<file path="config.mk">
export PLATFORM = sky130hd
export DESIGN_NAME = ccc_dyncfg_ctrl_flat
export DESIGN_NICKNAME = d
export VERILOG_FILES = /design/src/rtl/ccc_dyncfg_ctrl_if.sv /design/src/rtl/ccc_dyncfg_ctrl.sv /design/src/flat_wrapper.sv
export SDC_FILE = /design/constraint.sdc
export NUM_CORES = 1
export LEC_CHECK = 0
export ABC_AREA = 1
export CAP_MARGIN = 20
export CORE_MARGIN = 1.5
export CORE_UTILIZATION = 40
export CTS_CLUSTER_SIZE = 12
export DETAILED_ROUTE_END_ITERATION = 10
export HOLD_SLACK_MARGIN = 0.15
export PLACE_DENSITY = 0.73
export SYNTH_ARGS = -nofsm -noshare
export SYNTH_HDL_FRONTEND = slang
export SYNTH_SLANG_ARGS = --single-unit
</file>
<file path="constraint.sdc">
create_clock -name CLK -period 2.6 [get_ports CLK]
set_input_delay 0.52 -clock CLK [delete_from_list [all_inputs] [get_ports CLK]]
set_output_delay 0.52 -clock CLK [all_outputs]
set_load 0.02 [all_outputs]
</file>
<file path="src/rtl/ccc_dyncfg_ctrl_if.sv">
// ----------------------------------------------------------------------------
// ccc_dyncfg_ctrl_if
// Bundles the request and CCC serial-port signals of ccc_dyncfg_ctrl.
//   CFG_REQ      start request from the configuration register block
//   CFG_WORD     configuration image to shift into the CCC
//   LOCK         CCC lock (asynchronous to CLK)
//   SDOUT        CCC serial configuration output
//   SCLK/SDIN    serial configuration clock / data
//   SSHIFT       shift enable
//   SUPDATE      update strobe
//   MODE         dynamic-configuration select
//   BUSY/DONE    status; DONE is a one-cycle success pulse
//   TIMEOUT_ERR  sticky lock-timeout flag
//   READBACK     previous configuration shifted out of the CCC
// modport slave  : controller side
// modport master : environment side (register block + CCC macro)
// ----------------------------------------------------------------------------
interface ccc_dyncfg_ctrl_if #(
    parameter int unsigned CFG_WIDTH = 81
) ();
    logic                 CFG_REQ;
    logic [CFG_WIDTH-1:0] CFG_WORD;
    logic                 LOCK;
    logic                 SDOUT;
    logic                 SCLK;
    logic                 SDIN;
    logic                 SSHIFT;
    logic                 SUPDATE;
    logic                 MODE;
    logic                 BUSY;
    logic                 DONE;
    logic                 TIMEOUT_ERR;
    logic [CFG_WIDTH-1:0] READBACK;

    modport slave (
        input  CFG_REQ, CFG_WORD, LOCK, SDOUT,
        output SCLK, SDIN, SSHIFT, SUPDATE, MODE, BUSY, DONE, TIMEOUT_ERR, READBACK
    );

    modport master (
        output CFG_REQ, CFG_WORD, LOCK, SDOUT,
        input  SCLK, SDIN, SSHIFT, SUPDATE, MODE, BUSY, DONE, TIMEOUT_ERR, READBACK
    );
endinterface

</file>
<file path="src/rtl/ccc_dyncfg_ctrl.sv">
// ----------------------------------------------------------------------------
// ccc_dyncfg_ctrl
// Reprograms the CCC/PLL through its dynamic-configuration serial port:
// shifts a captured configuration word in LSB first, pulses the update
// strobe, then waits for a stable PLL lock (with timeout). The previous
// configuration coming out on SDOUT is collected into READBACK.
// Ports:
//   CLK    system clock, rising edge
//   RESET  synchronous, active-high reset
//   bus    ccc_dyncfg_ctrl_if.slave (request, CCC serial port, status)
// ----------------------------------------------------------------------------
module ccc_dyncfg_ctrl #(
    parameter int unsigned CFG_WIDTH    = 81,
    parameter int unsigned SCLK_HALF    = 4,
    parameter int unsigned LOCK_STABLE  = 16,
    parameter int unsigned LOCK_TIMEOUT = 65535
) (
    input  logic             CLK,
    input  logic             RESET,
    ccc_dyncfg_ctrl_if.slave bus
);
    localparam int unsigned BW = (CFG_WIDTH    > 1) ? $clog2(CFG_WIDTH)    : 1;
    localparam int unsigned PW = (SCLK_HALF    > 1) ? $clog2(SCLK_HALF)    : 1;
    localparam int unsigned UW = $clog2(2 * SCLK_HALF);
    localparam int unsigned SW = $clog2(LOCK_STABLE + 1);
    localparam int unsigned TW = (LOCK_TIMEOUT > 1) ? $clog2(LOCK_TIMEOUT) : 1;

    localparam logic [BW-1:0] BIT_LAST   = BW'(CFG_WIDTH - 1);
    localparam logic [PW-1:0] PH_LAST    = PW'(SCLK_HALF - 1);
    localparam logic [UW-1:0] UPD_LAST   = UW'(2 * SCLK_HALF - 1);
    localparam logic [SW-1:0] STABLE_TGT = SW'(LOCK_STABLE);
    localparam logic [TW-1:0] TO_LAST    = TW'(LOCK_TIMEOUT - 1);

    typedef enum logic [1:0] {
        ST_IDLE,
        ST_SHIFT,
        ST_UPDATE,
        ST_WAIT_LOCK
    } state_t;

    state_t               r_state;
    state_t               w_state_nxt;

    logic [CFG_WIDTH-1:0] r_sr;       // outgoing image, shifted right per bit
    logic [CFG_WIDTH-1:0] r_rb;       // readback, SDOUT enters at the MSB
    logic [BW-1:0]        r_bit;      // current bit index
    logic [PW-1:0]        r_ph;       // cycle within current SCLK half-period
    logic                 r_half;     // 0 = SCLK low phase, 1 = high phase
    logic [UW-1:0]        r_upd;      // SUPDATE cycle counter
    logic [SW-1:0]        r_stable;   // consecutive synchronized LOCK-high cycles
    logic [TW-1:0]        r_cyc;      // WAIT_LOCK cycle counter
    logic                 r_lock_s1;
    logic                 r_lock_s2;
    logic                 r_mode;
    logic                 r_done;
    logic                 r_toerr;

    logic                 w_accept;
    logic                 w_ph_end;
    logic                 w_bit_end;
    logic                 w_rise;
    logic                 w_lock_ok;
    logic                 w_lock_to;
    logic [SW-1:0]        w_stable_nxt;
    logic                 w_sclk;
    logic                 w_sdin;
    logic                 w_sshift;
    logic                 w_supdate;

    // ------------------------------------------------------------------
    // State register
    // ------------------------------------------------------------------
    always_ff @(posedge CLK) begin
        if (RESET) begin
            r_state <= ST_IDLE;
        end else begin
            r_state <= w_state_nxt;
        end
    end

    // ------------------------------------------------------------------
    // Next-state and serial-port outputs
    // ------------------------------------------------------------------
    always_comb begin
        w_state_nxt  = r_state;
        w_accept     = 1'b0;
        w_ph_end     = (r_ph == PH_LAST);
        w_bit_end    = 1'b0;
        w_rise       = 1'b0;
        w_lock_ok    = 1'b0;
        w_lock_to    = 1'b0;
        w_stable_nxt = r_lock_s2 ? (r_stable + SW'(1)) : '0;
        w_sclk       = 1'b0;
        w_sdin       = 1'b0;
        w_sshift     = 1'b0;
        w_supdate    = 1'b0;

        unique case (r_state)
            ST_IDLE: begin
                if (bus.CFG_REQ) begin
                    w_accept    = 1'b1;
                    w_state_nxt = ST_SHIFT;
                end
            end

            ST_SHIFT: begin
                w_sshift  = 1'b1;
                w_sclk    = r_half;
                w_sdin    = r_sr[0];
                // first cycle of the high phase is the SCLK rising edge
                w_rise    = r_half && (r_ph == '0);
                w_bit_end = r_half && w_ph_end;
                if (w_bit_end && (r_bit == BIT_LAST)) begin
                    w_state_nxt = ST_UPDATE;
                end
            end

            ST_UPDATE: begin
                w_supdate = 1'b1;
                if (r_upd == UPD_LAST) begin
                    w_state_nxt = ST_WAIT_LOCK;
                end
            end

            ST_WAIT_LOCK: begin
                // success is tested first so it wins over a same-cycle timeout
                if (w_stable_nxt == STABLE_TGT) begin
                    w_lock_ok   = 1'b1;
                    w_state_nxt = ST_IDLE;
                end else if (r_cyc == TO_LAST) begin
                    w_lock_to   = 1'b1;
                    w_state_nxt = ST_IDLE;
                end
            end

            default: begin
                w_state_nxt = ST_IDLE;
            end
        endcase
    end

    // ------------------------------------------------------------------
    // Datapath: shift/readback registers, counters, status flags
    // ------------------------------------------------------------------
    always_ff @(posedge CLK) begin
        if (RESET) begin
            r_sr      <= '0;
            r_rb      <= '0;
            r_bit     <= '0;
            r_ph      <= '0;
            r_half    <= 1'b0;
            r_upd     <= '0;
            r_stable  <= '0;
            r_cyc     <= '0;
            r_lock_s1 <= 1'b0;
            r_lock_s2 <= 1'b0;
            r_mode    <= 1'b0;
            r_done    <= 1'b0;
            r_toerr   <= 1'b0;
        end else begin
            r_lock_s1 <= bus.LOCK;
            r_lock_s2 <= r_lock_s1;
            r_done    <= w_lock_ok;

            if (w_accept) begin
                r_sr    <= bus.CFG_WORD;
                r_toerr <= 1'b0;
                r_mode  <= 1'b1;
                r_bit   <= '0;
                r_ph    <= '0;
                r_half  <= 1'b0;
            end else if (r_state == ST_SHIFT) begin
                if (w_ph_end) begin
                    r_ph   <= '0;
                    r_half <= ~r_half;
                    if (r_half) begin
                        r_sr  <= r_sr >> 1;
                        r_bit <= (r_bit == BIT_LAST) ? '0 : (r_bit + BW'(1));
                    end
                end else begin
                    r_ph <= r_ph + PW'(1);
                end
            end

            if (w_rise) begin
                r_rb <= {bus.SDOUT, r_rb[CFG_WIDTH-1:1]};
            end

            if ((r_state == ST_UPDATE) && (r_upd != UPD_LAST)) begin
                r_upd <= r_upd + UW'(1);
            end else begin
                r_upd <= '0;
            end

            // counters only live while WAIT_LOCK persists; cleared on exit
            if ((r_state == ST_WAIT_LOCK) && (w_state_nxt == ST_WAIT_LOCK)) begin
                r_stable <= w_stable_nxt;
                r_cyc    <= r_cyc + TW'(1);
            end else begin
                r_stable <= '0;
                r_cyc    <= '0;
            end

            if (w_lock_to) begin
                r_toerr <= 1'b1;
            end
        end
    end

    assign bus.SCLK        = w_sclk;
    assign bus.SDIN        = w_sdin;
    assign bus.SSHIFT      = w_sshift;
    assign bus.SUPDATE     = w_supdate;
    assign bus.MODE        = r_mode;
    assign bus.BUSY        = (r_state != ST_IDLE);
    assign bus.DONE        = r_done;
    assign bus.TIMEOUT_ERR = r_toerr;
    assign bus.READBACK    = r_rb;

endmodule
</file>
<file path="src/flat_wrapper.sv">
// flat-port wrapper written by rule: the top's interface ports become plain ports
module ccc_dyncfg_ctrl_flat 
#(
    parameter int unsigned CFG_WIDTH    = 81,
    parameter int unsigned SCLK_HALF    = 4,
    parameter int unsigned LOCK_STABLE  = 16,
    parameter int unsigned LOCK_TIMEOUT = 65535
)
  (CLK, RESET, bus_CFG_REQ, bus_CFG_WORD, bus_LOCK, bus_SDOUT, bus_SCLK, bus_SDIN, bus_SSHIFT, bus_SUPDATE, bus_MODE, bus_BUSY, bus_DONE, bus_TIMEOUT_ERR, bus_READBACK);
  ccc_dyncfg_ctrl_if #(.CFG_WIDTH(CFG_WIDTH)) bus_i ();
  input  logic CLK;
  input  logic RESET;
  input wire logic [$bits(bus_i.CFG_REQ)-1:0] bus_CFG_REQ;
  input wire logic [$bits(bus_i.CFG_WORD)-1:0] bus_CFG_WORD;
  input wire logic [$bits(bus_i.LOCK)-1:0] bus_LOCK;
  input wire logic [$bits(bus_i.SDOUT)-1:0] bus_SDOUT;
  output wire logic [$bits(bus_i.SCLK)-1:0] bus_SCLK;
  output wire logic [$bits(bus_i.SDIN)-1:0] bus_SDIN;
  output wire logic [$bits(bus_i.SSHIFT)-1:0] bus_SSHIFT;
  output wire logic [$bits(bus_i.SUPDATE)-1:0] bus_SUPDATE;
  output wire logic [$bits(bus_i.MODE)-1:0] bus_MODE;
  output wire logic [$bits(bus_i.BUSY)-1:0] bus_BUSY;
  output wire logic [$bits(bus_i.DONE)-1:0] bus_DONE;
  output wire logic [$bits(bus_i.TIMEOUT_ERR)-1:0] bus_TIMEOUT_ERR;
  output wire logic [$bits(bus_i.READBACK)-1:0] bus_READBACK;
  assign bus_i.CFG_REQ = bus_CFG_REQ;
  assign bus_i.CFG_WORD = bus_CFG_WORD;
  assign bus_i.LOCK = bus_LOCK;
  assign bus_i.SDOUT = bus_SDOUT;
  assign bus_SCLK = bus_i.SCLK;
  assign bus_SDIN = bus_i.SDIN;
  assign bus_SSHIFT = bus_i.SSHIFT;
  assign bus_SUPDATE = bus_i.SUPDATE;
  assign bus_MODE = bus_i.MODE;
  assign bus_BUSY = bus_i.BUSY;
  assign bus_DONE = bus_i.DONE;
  assign bus_TIMEOUT_ERR = bus_i.TIMEOUT_ERR;
  assign bus_READBACK = bus_i.READBACK;
  ccc_dyncfg_ctrl #(.CFG_WIDTH(CFG_WIDTH), .SCLK_HALF(SCLK_HALF), .LOCK_STABLE(LOCK_STABLE), .LOCK_TIMEOUT(LOCK_TIMEOUT)) u_core (.CLK(CLK), .RESET(RESET), .bus(bus_i));
endmodule
</file>
==> results of run 1 <==
-- state kept, by name, summed over array words and instances (netlist names) --
register,cells
u_core.r_lock_s2,1
u_core.r_cyc,16
u_core.r_lock_s1,1
u_core.bus.DONE,1
u_core.r_ph,2
u_core.r_half,1
u_core.r_stable,5
u_core.r_sr,81
u_core.r_state,2
u_core.bus.TIMEOUT_ERR,1
u_core.bus.MODE,1
u_core.bus.READBACK,81
u_core.r_upd,3
u_core.r_bit,7
-- logic make-up after synthesis --
group                    Yosys count  share of synthesized area [%]
adder cells (fa/ha/maj)            9                          1.398
AO/OA/AOI/OAI                    176                          12.24
flip-flops                       203                          50.45
AND/OR/NAND/NOR                  549                          27.03
buffers and inverters            107                          7.471
XOR/XNOR                          13                          1.413
-- timing repair --
item / 4_1_cts / 5_1_grt
setup endpoints to repair: 2 / 1
cloned: 0 / 0
resized for setup: 2 / 1
-- power breakdown --
group,internal [mW],switching [mW],total [mW]
clock,1.75,1.20,2.95
combinational,0.214,0.224,0.438
sequential,3.20,0.0446,3.24
-- cell usage after synthesis (all sizes together) --
library cell  instances  share of area, %
nand2               293                14
nor2                225                11
dfxtp               203                50
o21ai                87               5.4
a31oi                78               6.1
inv                  44               2.2
buf                  37               3.9
clkbuf               26               1.3
nand3                15              0.93
ha                    9               1.4
a21oi                 8              0.50
nor3                  8              0.50
xor2                  8              0.87
nand4                 5              0.57
xnor2                 5              0.54
nor3b                 2              0.19
a211oi                1             0.093
a21boi                1             0.093
o211ai                1             0.093
or2                   1             0.078
-- tightest hold or removal path, stage by stage, from the launching register on --
cell     delay (ps)
dfxtp_1         290
inv_1            40
nor2_1           30
-- final timing paths --
kind                            slack [ps]         startpoint                      end
worst max-delay path                   170  u_core.r_state[0]               bus_SSHIFT
worst min-delay path                   400   u_core.r_lock_s1         u_core.r_lock_s2
worst max register to register         750  u_core.r_state[0]  u_core.bus.READBACK[53]
worst min register to register         400   u_core.r_lock_s1         u_core.r_lock_s2
-- layer usage --
layer / up-vias / track usage [%] / wire, um
li1: 3684 / - / -
met1: 3196 / 22.88 / 8777
met2: 162 / 28.25 / 8284
met3: 27 / 6.164 / 1567
met4: 0 / 4.330 / 314
met5: - / 0 / 0
-- layout make-up --
| cell class | count | area, sq um |
|---|---|---|
| Clock inverter | 3 | 15.01 |
| Timing Repair Buffer | 182 | 1834 |
| Fill cell | 1851 | 9109 |
| Tap cell | 265 | 331.6 |
| Clock buffer | 34 | 666.9 |
| Sequential cell | 203 | 4064 |
| Inverter | 44 | 180.2 |
| Multi-Input combinational cell | 747 | 3390 |
==> metrics.md, run 1 <==
| Metric | Value |
|---|---|
| Status | `complete, no violations` |
| Final setup TNS | `0 ps` |
| CP Max Fanout | `6` |
| Initial antenna violation count | `0` |
| Mapped Area | `0.008055 sq mm` |
| H-Tree Depth | `1` |
| Placer Congestion | `0.7817` |
| Final core occ | `53.50%` |
| First-pass GRT wire length | `32.05 mm` |
| Post-Route WL | `18.94 mm` |
| Total power | `6.628 mW` |
| Startpoint types | `flip-flop` |
| WL/cell | `12.82 um` |
| Critical path endpoint category | `output port` |
| CTS Sinks | `slightly above 200` |
| Area after DPL | `0.009799 sq mm` |
| Critical path buffer and inverter count | `2` |
| Worst Path Arrival | `1910 ps` |
| Vias in the first global route | `roughly 6700` |
| Clk_lat worst skew | `490 ps` |
| Num CTS Buffers | `22` |
| Layout cell share with drive strength beyond 1 | `4.369%` |
| Delay-heaviest family, CP | `buffers and inverters` |
| Root buffer cell | `clkbuf_16` |
| Crit path cell chain | `inv_2 > nor2_4 > clkdlybuf4s50_1` |
| Via Count | `between 7000 and 8000` |
| Max cap viols | `0` |
| Finished Layout Cells | `1478` |
| Commonest non-fill, non-tap cells in the layout | `nand2_1 (291), nor2_1 (222), dfxtp_1 (203)` |
| Layout Nets | `1295` |
| Iter 0 DRT Violations | `401` |
| PortBufs | `174` |
| Post-Syn Area per Cell | `7.621 sq um` |
| Horiz. Die Dim | `144.9 um` |
| Total Routing Usage GR | `between 10% and 20%` |
| Worst slew pin tran | `about 900 ps` |
| Final Hold Viols | `0` |
| Die area | `between 0.02 and 0.025 sq mm` |
| Worst slew margin | `41.05%` |
| Pre-Repair DR Iteration Count | `5` |
| Yosys cell types | `33` |
| Setup bufs post-CTS | `0` |
| Area grow syn2layout | `30.12%` |
| Final Cell Area | `approximately 0.010 sq mm` |
| HP Class | `flip-flop to flip-flop` |
| Gr ovfl total | `0` |
| Maximum VDD drop | `around 0.63 mV` |
| Post-place setup slack | `507.0 ps` |
| TritonCTS clock tree | `done` |
| Final Critical Period | `2427 ps` |
| Final period util | `93.35%` |
| PnR worst setup slack | `172.8 ps` |
| Hold Crit Depth | `2` |
| Max stage delay cell, worst path | `clkdlybuf4s50_1` |
| Initial core utilization | `41.12%` |
| Leakage Power | `3.743 nW` |
| Mapped Nets | `1152` |
| Clk buf depth | `3` |
| Crit path depth | `3` |
| Largest net degree at the start of global routing | `between 80 and 90` |
| Final hold slack | `slightly below 400 ps` |
| Yosys warnings | `0` |
| Sequential element share of the synthesized area | `50.45%` |
| P per Cell Area | `~630 mW/mm^2` |
| RSZ-0062 raised after global routing | `no` |
| Setup violations, final | `0` |
| DRC errors left | `0` |
| # hold bufs at CTS | `0` |
| Layout Skew | `7.913 ps` |
| Detail Route Antenna Nets | `0` |
| IO Pins | `175` |
| Yosys reg bits | `around 200` |
| Core Box Area | `~0.020 sq mm` |
| Critical path type | `flip-flop to output port` |
| Max-slew violation count | `0` |
| Ant. Diodes | `0` |
| # placed instances | `1441` |
| Slowest stage delay, CP | `690 ps` |
| Critical Path RT | `2080 ps` |
| Clk pin slew, worst setup/hold paths | `60 ps` |
| Row count | `51` |
| Most common cell after layout, fill and taps aside | `nand2_1` |
| Fmax | `just over 400 MHz` |
| Die span in y | `about 140 um` |
| Cell count of the worst reg-to-reg path | `8` |
| Via-to-Cell Ratio | `~4.8` |
| Post-Syn Instances | `1057` |
| Final HPWL DP | `11.98 mm` |
No activity file was read; power rests on OpenSTA's default activity.
==> run 2: changes to the inputs <==
--- a/config.mk
+++ b/config.mk
@@ -7,6 +7,7 @@
 export LEC_CHECK = 0
 export ABC_AREA = 1
 export CAP_MARGIN = 20
+export CORE_ASPECT_RATIO = 1.25
 export CORE_MARGIN = 1.5
 export CORE_UTILIZATION = 40
 export CTS_CLUSTER_SIZE = 12
==> run 2 against run 1 <==
  * Die area about the same
  * Clock skew increased by 8.2 ps
  * Core utilization increased by 0.085 points
  * Via count increased by 1.9%
  * Worst setup slack about the same
  * Sequential power about the same
  * Count of clock-buffer cells in the layout increased by 3
  * Register-to-register slack got worse by 110 ps
  * Largest cell class unchanged
  * Largest power group unchanged
==> metrics.md, run 2 (synthesis gave the netlist of run 1 again) <==
| Metric | Value |
|---|---|
| Clk pin slew, worst setup/hold paths | `60 ps (about the same)` |
| Cell count of the worst reg-to-reg path | `6 (was 8)` |
| Clk_lat worst skew | `500 ps (was 490 ps)` |
| Final Hold Viols | `0 (unchanged)` |
| Reg-to-Reg Start | `u_core.r_ph[0] (was u_core.r_state[0])` |
| Horiz. Die Dim | `129.9 um (was 144.9 um)` |
| First-pass GRT wire length | `31.08 mm (was 32.05 mm)` |
| Via-to-Cell Ratio | `4.868 (was 4.783)` |
| Initial core utilization | `41.07% (was 41.12%)` |
| Hold Path Sink | `u_core.r_lock_s2 (unchanged)` |
| Fmax | `412.0 MHz (about the same)` |
| Final Critical Period | `2427 ps (about the same)` |
| Area grow syn2layout | `30.48% (was 30.12%)` |
| Iter 0 DRT Violations | `433 (was 401)` |
| Gr ovfl total | `0 (unchanged)` |
| Most common cell after layout, fill and taps aside | `nand2_1 (unchanged)` |
| Sequential power share | `48.2% (was 48.9%)` |
| Die span in y | `161.7 um (was 144.9 um)` |
| DRC errors left | `0 (unchanged)` |
| Net Sw Frac | `21.89% (was 22.13%)` |
| Hold Crit Depth | `2 (unchanged)` |
| Row count | `57 (was 51)` |
| Post-Route WL | `19.18 mm (was 18.94 mm)` |
| Die area | `0.02100 sq mm (about the same)` |
| Vias in the first global route | `6592 (was 6688)` |
| Layout Nets | `1296 (was 1295)` |
| Num CTS Buffers | `22 (unchanged)` |
| Layout cell share with drive strength beyond 1 | `4.609% (was 4.369%)` |
| Commonest non-fill, non-tap cells in the layout | `nand2_1 (291), nor2_1 (222), dfxtp_1 (202) (was nand2_1 (291), nor2_1 (222), dfxtp_1 (203))` |
| Detail Route Antenna Nets | `0 (unchanged)` |
| Max cap viols | `0 (unchanged)` |
| Via Count | `7204 (was 7069)` |
| Total Routing Usage GR | `17.70% (was 17.72%)` |
| Largest net degree at the start of global routing | `88 (unchanged)` |
| H-Tree Depth | `1 (unchanged)` |
| Area of the multi-input gates | `0.003390 sq mm (unchanged)` |
| Worst slew margin | `41.42% (was 41.05%)` |
| Layout Skew | `16.11 ps (was 7.913 ps)` |
| Ant. Diodes | `0 (unchanged)` |
| TritonCTS clock tree | `done (unchanged)` |
| Clk buf depth | `3 (unchanged)` |
| Worst slew pin tran | `878.8 ps (was 884.3 ps)` |
| P per Cell Area | `639.5 mW/mm^2 (was 632.4 mW/mm^2)` |
| Status | `complete, no violations (unchanged)` |
| Initial antenna violation count | `1 (was 0)` |
| Critical path type | `flip-flop to output port (unchanged)` |
| Critical path endpoint category | `output port (unchanged)` |
| Leakage Power | `3.755 nW (was 3.743 nW)` |
| PortBufs | `174 (unchanged)` |
| Root buffer cell | `clkbuf_16 (unchanged)` |
| Critical Path RT | `2080 ps (about the same)` |
| Startpoint types | `flip-flop (unchanged)` |
| Clock power frac | `45.2% (was 44.5%)` |
| HP Start | `u_core.r_lock_s1 (unchanged)` |
| Final period util | `93.34% (was 93.35%)` |
| Internal | `5.250 mW (was 5.162 mW)` |
| Setup violations, final | `0 (unchanged)` |
| Register area | `0.004065 sq mm (was 0.004064 sq mm)` |
| Final setup TNS | `0 ps (unchanged)` |
| Final HPWL DP | `12.28 mm (was 11.98 mm)` |
| Max-slew violation count | `0 (unchanged)` |
| # hold bufs at CTS | `0 (unchanged)` |
| Maximum VDD drop | `0.6199 mV (was 0.6293 mV)` |
| Filler instances | `1835 (was 1851)` |
| P_sw | `1.471 mW (was 1.467 mW)` |
| Core Box Area | `0.01961 sq mm (was 0.01959 sq mm)` |
| Worst r2r dst | `u_core.r_sr[74] (was u_core.bus.READBACK[53])` |
| Setup slack, reg-to-reg | `640 ps (was 750 ps)` |
| CP Max Fanout | `6 (unchanged)` |
| Final hold slack | `412.6 ps (was 395.7 ps)` |
| Pre-Repair DR Iteration Count | `5 (unchanged)` |
| Placer Congestion | `0.7387 (was 0.7817)` |
| IO Pins | `175 (unchanged)` |
| WL/cell | `12.96 um (was 12.82 um)` |
| CTS Sinks | `203 (unchanged)` |
| HP Class | `flip-flop to flip-flop (unchanged)` |
| Worst Path Arrival | `1910 ps (about the same)` |
| Gate power share | `6.5% (was 6.6%)` |
| RSZ-0062 raised after global routing | `no (unchanged)` |
run 2: final cells by class:
type,instances,share of cell area [%]
well taps,265,3.155
inverters,44,1.714
clock inverters,1,0.04762
multi-input cells,747,32.25
repair buffers,183,17.42
flip-flops and latches,203,38.68
clock buffers,37,6.738
run 2: what timing repair did:
| action | in CTS | in global routing |
|---|---|---|
| buffers inserted | 0 | 0 |
| gates resized for setup | 2 | 1 |
| setup endpoints to repair | 2 | 1 |
| endpoints found under the hold margin | 0 | 0 |
run 2: worst max-delay path, stage by stage (launching register included):
cell	delay, ps
dfxtp_1	440
inv_1	140
nor2_1	180
clkdlybuf4s50_1	660
run 2: power by group through the flow:
stage	combinational (mW)	clock (mW)	sequential (mW)
finish	0.440	3.04	3.24
global route	0.493	3.24	3.25
CTS	0.443	3.12	3.24
detailed placement	0.441	0	3.31
global placement	0.434	0	3.31
floorplan	0.244	0	3.30
run 2: metrics by stage:
stage	area (sq um)	worst slack, ps	cells	power, mW	utilization, %
after CTS	10510	58.11	1480	6.805	53.58
after global placement	9794	414.8	1442	3.742	49.94
after global routing	10510	96.04	1480	6.986	53.59
after detailed placement	9794	406.1	1442	3.748	49.94
after floorplan	8055	985.4	1057	3.544	-
final	10510	173.0	1480	6.721	53.59
run 2: routing by layer:
metal	share of wire, %	global-route usage (%)	vias up
met5	0.068	0	-
met4	2.0	5.404	2
met3	8.9	5.764	30
met2	46	29.03	213
met1	43	22.00	3270
li1	-	-	3689
run 2: worst max-delay path by stage:
stage | from | to | slack [ps] | depth (start not counted)
after floorplan | u_core.r_state[0] | bus_SDIN | 990 | 4
after global placement | u_core.r_state[0] | bus_SDIN | 410 | 5
after detailed placement | u_core.r_state[0] | bus_SDIN | 410 | 5
after CTS | u_core.r_state[0] | bus_SCLK | 60 | 5
after global routing | u_core.r_state[1] | bus_SUPDATE | 100 | 3
final | u_core.r_state[1] | bus_SUPDATE | 170 | 3
==> run 3: changes to the inputs <==
==> constraint.sdc (replaced) <==
create_clock -name CLK -period 2.3 [get_ports CLK]
set_input_delay 0.46 -clock CLK [delete_from_list [all_inputs] [get_ports CLK]]
set_output_delay 0.46 -clock CLK [all_outputs]
set_load 0.02 [all_outputs]
==> run 3 against run 2 <==
  * Worst setup slack got worse by 61 ps
  * Critical path depth increased by 2
  * Power increased by 12%
  * Cell area about the same
  * Largest power group unchanged
  * Highest routed layer is now met4
==> metrics.md, run 3 (synthesis gave the netlist of run 1 again) <==
| Metric | Value |
|---|---|
| CP Max Fanout | `6 (unchanged)` |
| H-Tree Depth | `1 (unchanged)` |
| RSZ-0062 raised after global routing | `no (unchanged)` |
| Maximum VDD drop | `0.4374 mV (was 0.6199 mV)` |
| Startpoint types | `flip-flop (unchanged)` |
| WL/cell | `12.57 um (was 12.96 um)` |
| Worst Path Arrival | `1730 ps (was 1910 ps)` |
| Vias in the first global route | `6776 (was 6592)` |
| Critical path buffer and inverter count | `3 (was 2)` |
| IO Pins | `175 (unchanged)` |
| Pre-Repair DR Iteration Count | `5 (unchanged)` |
| Clk pin slew, worst setup/hold paths | `60 ps (about the same)` |
| Via-to-Cell Ratio | `4.856 (was 4.868)` |
| Crit path cell chain | `inv_2 > nor2_4 > inv_4 > nor2_1 > clkdlybuf4s15_1 (was inv_1 > nor2_1 > clkdlybuf4s50_1)` |
| Max cap viols | `0 (unchanged)` |
| Die span in y | `161.7 um (unchanged)` |
| DRC errors left | `0 (unchanged)` |
| Area of the multi-input gates | `0.003390 sq mm (unchanged)` |
| Total Routing Usage GR | `17.60% (was 17.70%)` |
| Delay-heaviest family, CP | `buffers and inverters (unchanged)` |
| Critical path type | `flip-flop to output port (unchanged)` |
| Register area | `0.004066 sq mm (was 0.004065 sq mm)` |
| Placer Congestion | `0.7503 (was 0.7387)` |
| PortBufs | `174 (unchanged)` |
| Core Box Area | `0.01961 sq mm (unchanged)` |
| P per Cell Area | `718.7 mW/mm^2 (was 639.5 mW/mm^2)` |
| Detail Route Antenna Nets | `0 (unchanged)` |
| Ant. Diodes | `0 (unchanged)` |
| Setup slack, reg-to-reg | `430 ps (was 640 ps)` |
| Max stage delay cell, worst path | `dfxtp_2 (was clkdlybuf4s50_1)` |
| Die area | `0.02100 sq mm (unchanged)` |
| Initial antenna violation count | `0 (was 1)` |
| Status | `complete, no violations (unchanged)` |
| Row count | `57 (unchanged)` |
| Max-slew violation count | `0 (unchanged)` |
| Iter 0 DRT Violations | `437 (was 433)` |
| Final Hold Viols | `0 (unchanged)` |
| TritonCTS clock tree | `done (unchanged)` |
| Leakage Power | `3.748 nW (was 3.755 nW)` |
| First-pass GRT wire length | `30.87 mm (was 31.08 mm)` |
| Setup violations, final | `0 (unchanged)` |
| Worst slew pin tran | `569.2 ps (was 878.8 ps)` |
| Largest net degree at the start of global routing | `84 (was 88)` |
| HP Class | `input port to flip-flop (was flip-flop to flip-flop)` |
| # resized after CTS | `4 (was 2)` |
| Root buffer cell | `clkbuf_16 (unchanged)` |
| Filler instances | `1826 (was 1835)` |
| Commonest non-fill, non-tap cells in the layout | `nand2_1 (291), nor2_1 (222), dfxtp_1 (201) (was nand2_1 (291), nor2_1 (222), dfxtp_1 (202))` |
| Most common cell after layout, fill and taps aside | `nand2_1 (unchanged)` |
| Layout Nets | `1296 (unchanged)` |
| Final Critical Period | `2187 ps` |
| Critical Path RT | `1840 ps (was 2080 ps)` |
| Gr ovfl total | `0 (unchanged)` |
| Initial core utilization | `41.07% (unchanged)` |
| Layout cell share with drive strength beyond 1 | `4.530% (was 4.609%)` |
| Via Count | `7182 (was 7204)` |
| Critical path endpoint category | `output port (unchanged)` |
| Final hold slack | `362.5 ps (was 412.6 ps)` |
| Layout Skew | `7.766 ps (was 16.11 ps)` |
| Num CTS Buffers | `22 (unchanged)` |
| Final HPWL DP | `11.96 mm (was 12.28 mm)` |
| Final period util | `95.11%` |
| Clk buf depth | `3 (unchanged)` |
| Slowest stage delay, CP | `410 ps (was 660 ps)` |
| Area grow syn2layout | `30.43% (was 30.48%)` |
| Post-Route WL | `18.60 mm (was 19.18 mm)` |
| Clk_lat worst skew | `490 ps (was 500 ps)` |
| Final setup TNS | `0 ps (unchanged)` |
| Horiz. Die Dim | `129.9 um (unchanged)` |
| CTS Sinks | `203 (unchanged)` |
| # hold bufs at CTS | `0 (unchanged)` |
| Setup bufs post-CTS | `0 (unchanged)` |
| Worst slew margin | `61.65% (was 41.42%)` |
| Fmax | `457.1 MHz` |
## run 3: path summary, 6_finish.rpt
check / cells after the start / from / to
min: 4 / RESET / u_core.bus.READBACK[1]
min reg2reg: 2 / u_core.r_lock_s1 / u_core.r_lock_s2
max reg2reg: 9 / u_core.r_ph[0] / u_core.r_bit[5]
max: 5 / u_core.r_state[0] / bus_SDIN
## run 3: routing by layer
metal  vias to the layer above  part of all wire (%)  GRT usage [%]
li1                       3678                     -              -
met1                      3290                    44          21.85
met2                       186                    45          28.38
met3                        28                   9.4          6.423
met4                         0                   2.0          5.404
met5                         -                     0              0
## run 3: area by class of cell
| type | instances | area share (%) |
|---|---|---|
| well taps | 265 | 3.156 |
| inverters | 44 | 1.715 |
| clock inverters | 3 | 0.3811 |
| flip-flops and latches | 203 | 38.70 |
| multi-input cells | 747 | 32.26 |
| clock buffers | 34 | 6.252 |
| repair buffers | 183 | 17.53 |
## run 3: worst min-delay path, delay by kind of cell
family	cells	cell delay (ps)
buffers and inverters	2	220
AOI/OAI and AO/OA	1	90
and+or+nand+nor	1	40
## run 3: where the power goes
part | leakage, nW | internal, mW | switching (mW) | total (mW)
registers | 1.65 | 3.61 | 0.0515 | 3.67
clock network | 0.342 | 2.06 | 1.33 | 3.39
logic | 1.76 | 0.241 | 0.251 | 0.492
## run 3: stage by stage
stage                     total power [mW]  worst slack, ps  util, %  instance area (sq um)  cells
after floorplan                      4.006            745.4        -                   8055   1057
after global placement               4.227            175.9    50.00                   9807   1442
after detailed placement             4.234            127.9    50.00                   9807   1442
after CTS                            7.662            27.49    53.54                  10500   1479
after global routing                 7.882            9.119    53.57                  10510   1479
final                                7.551            112.5    53.57                  10510   1479
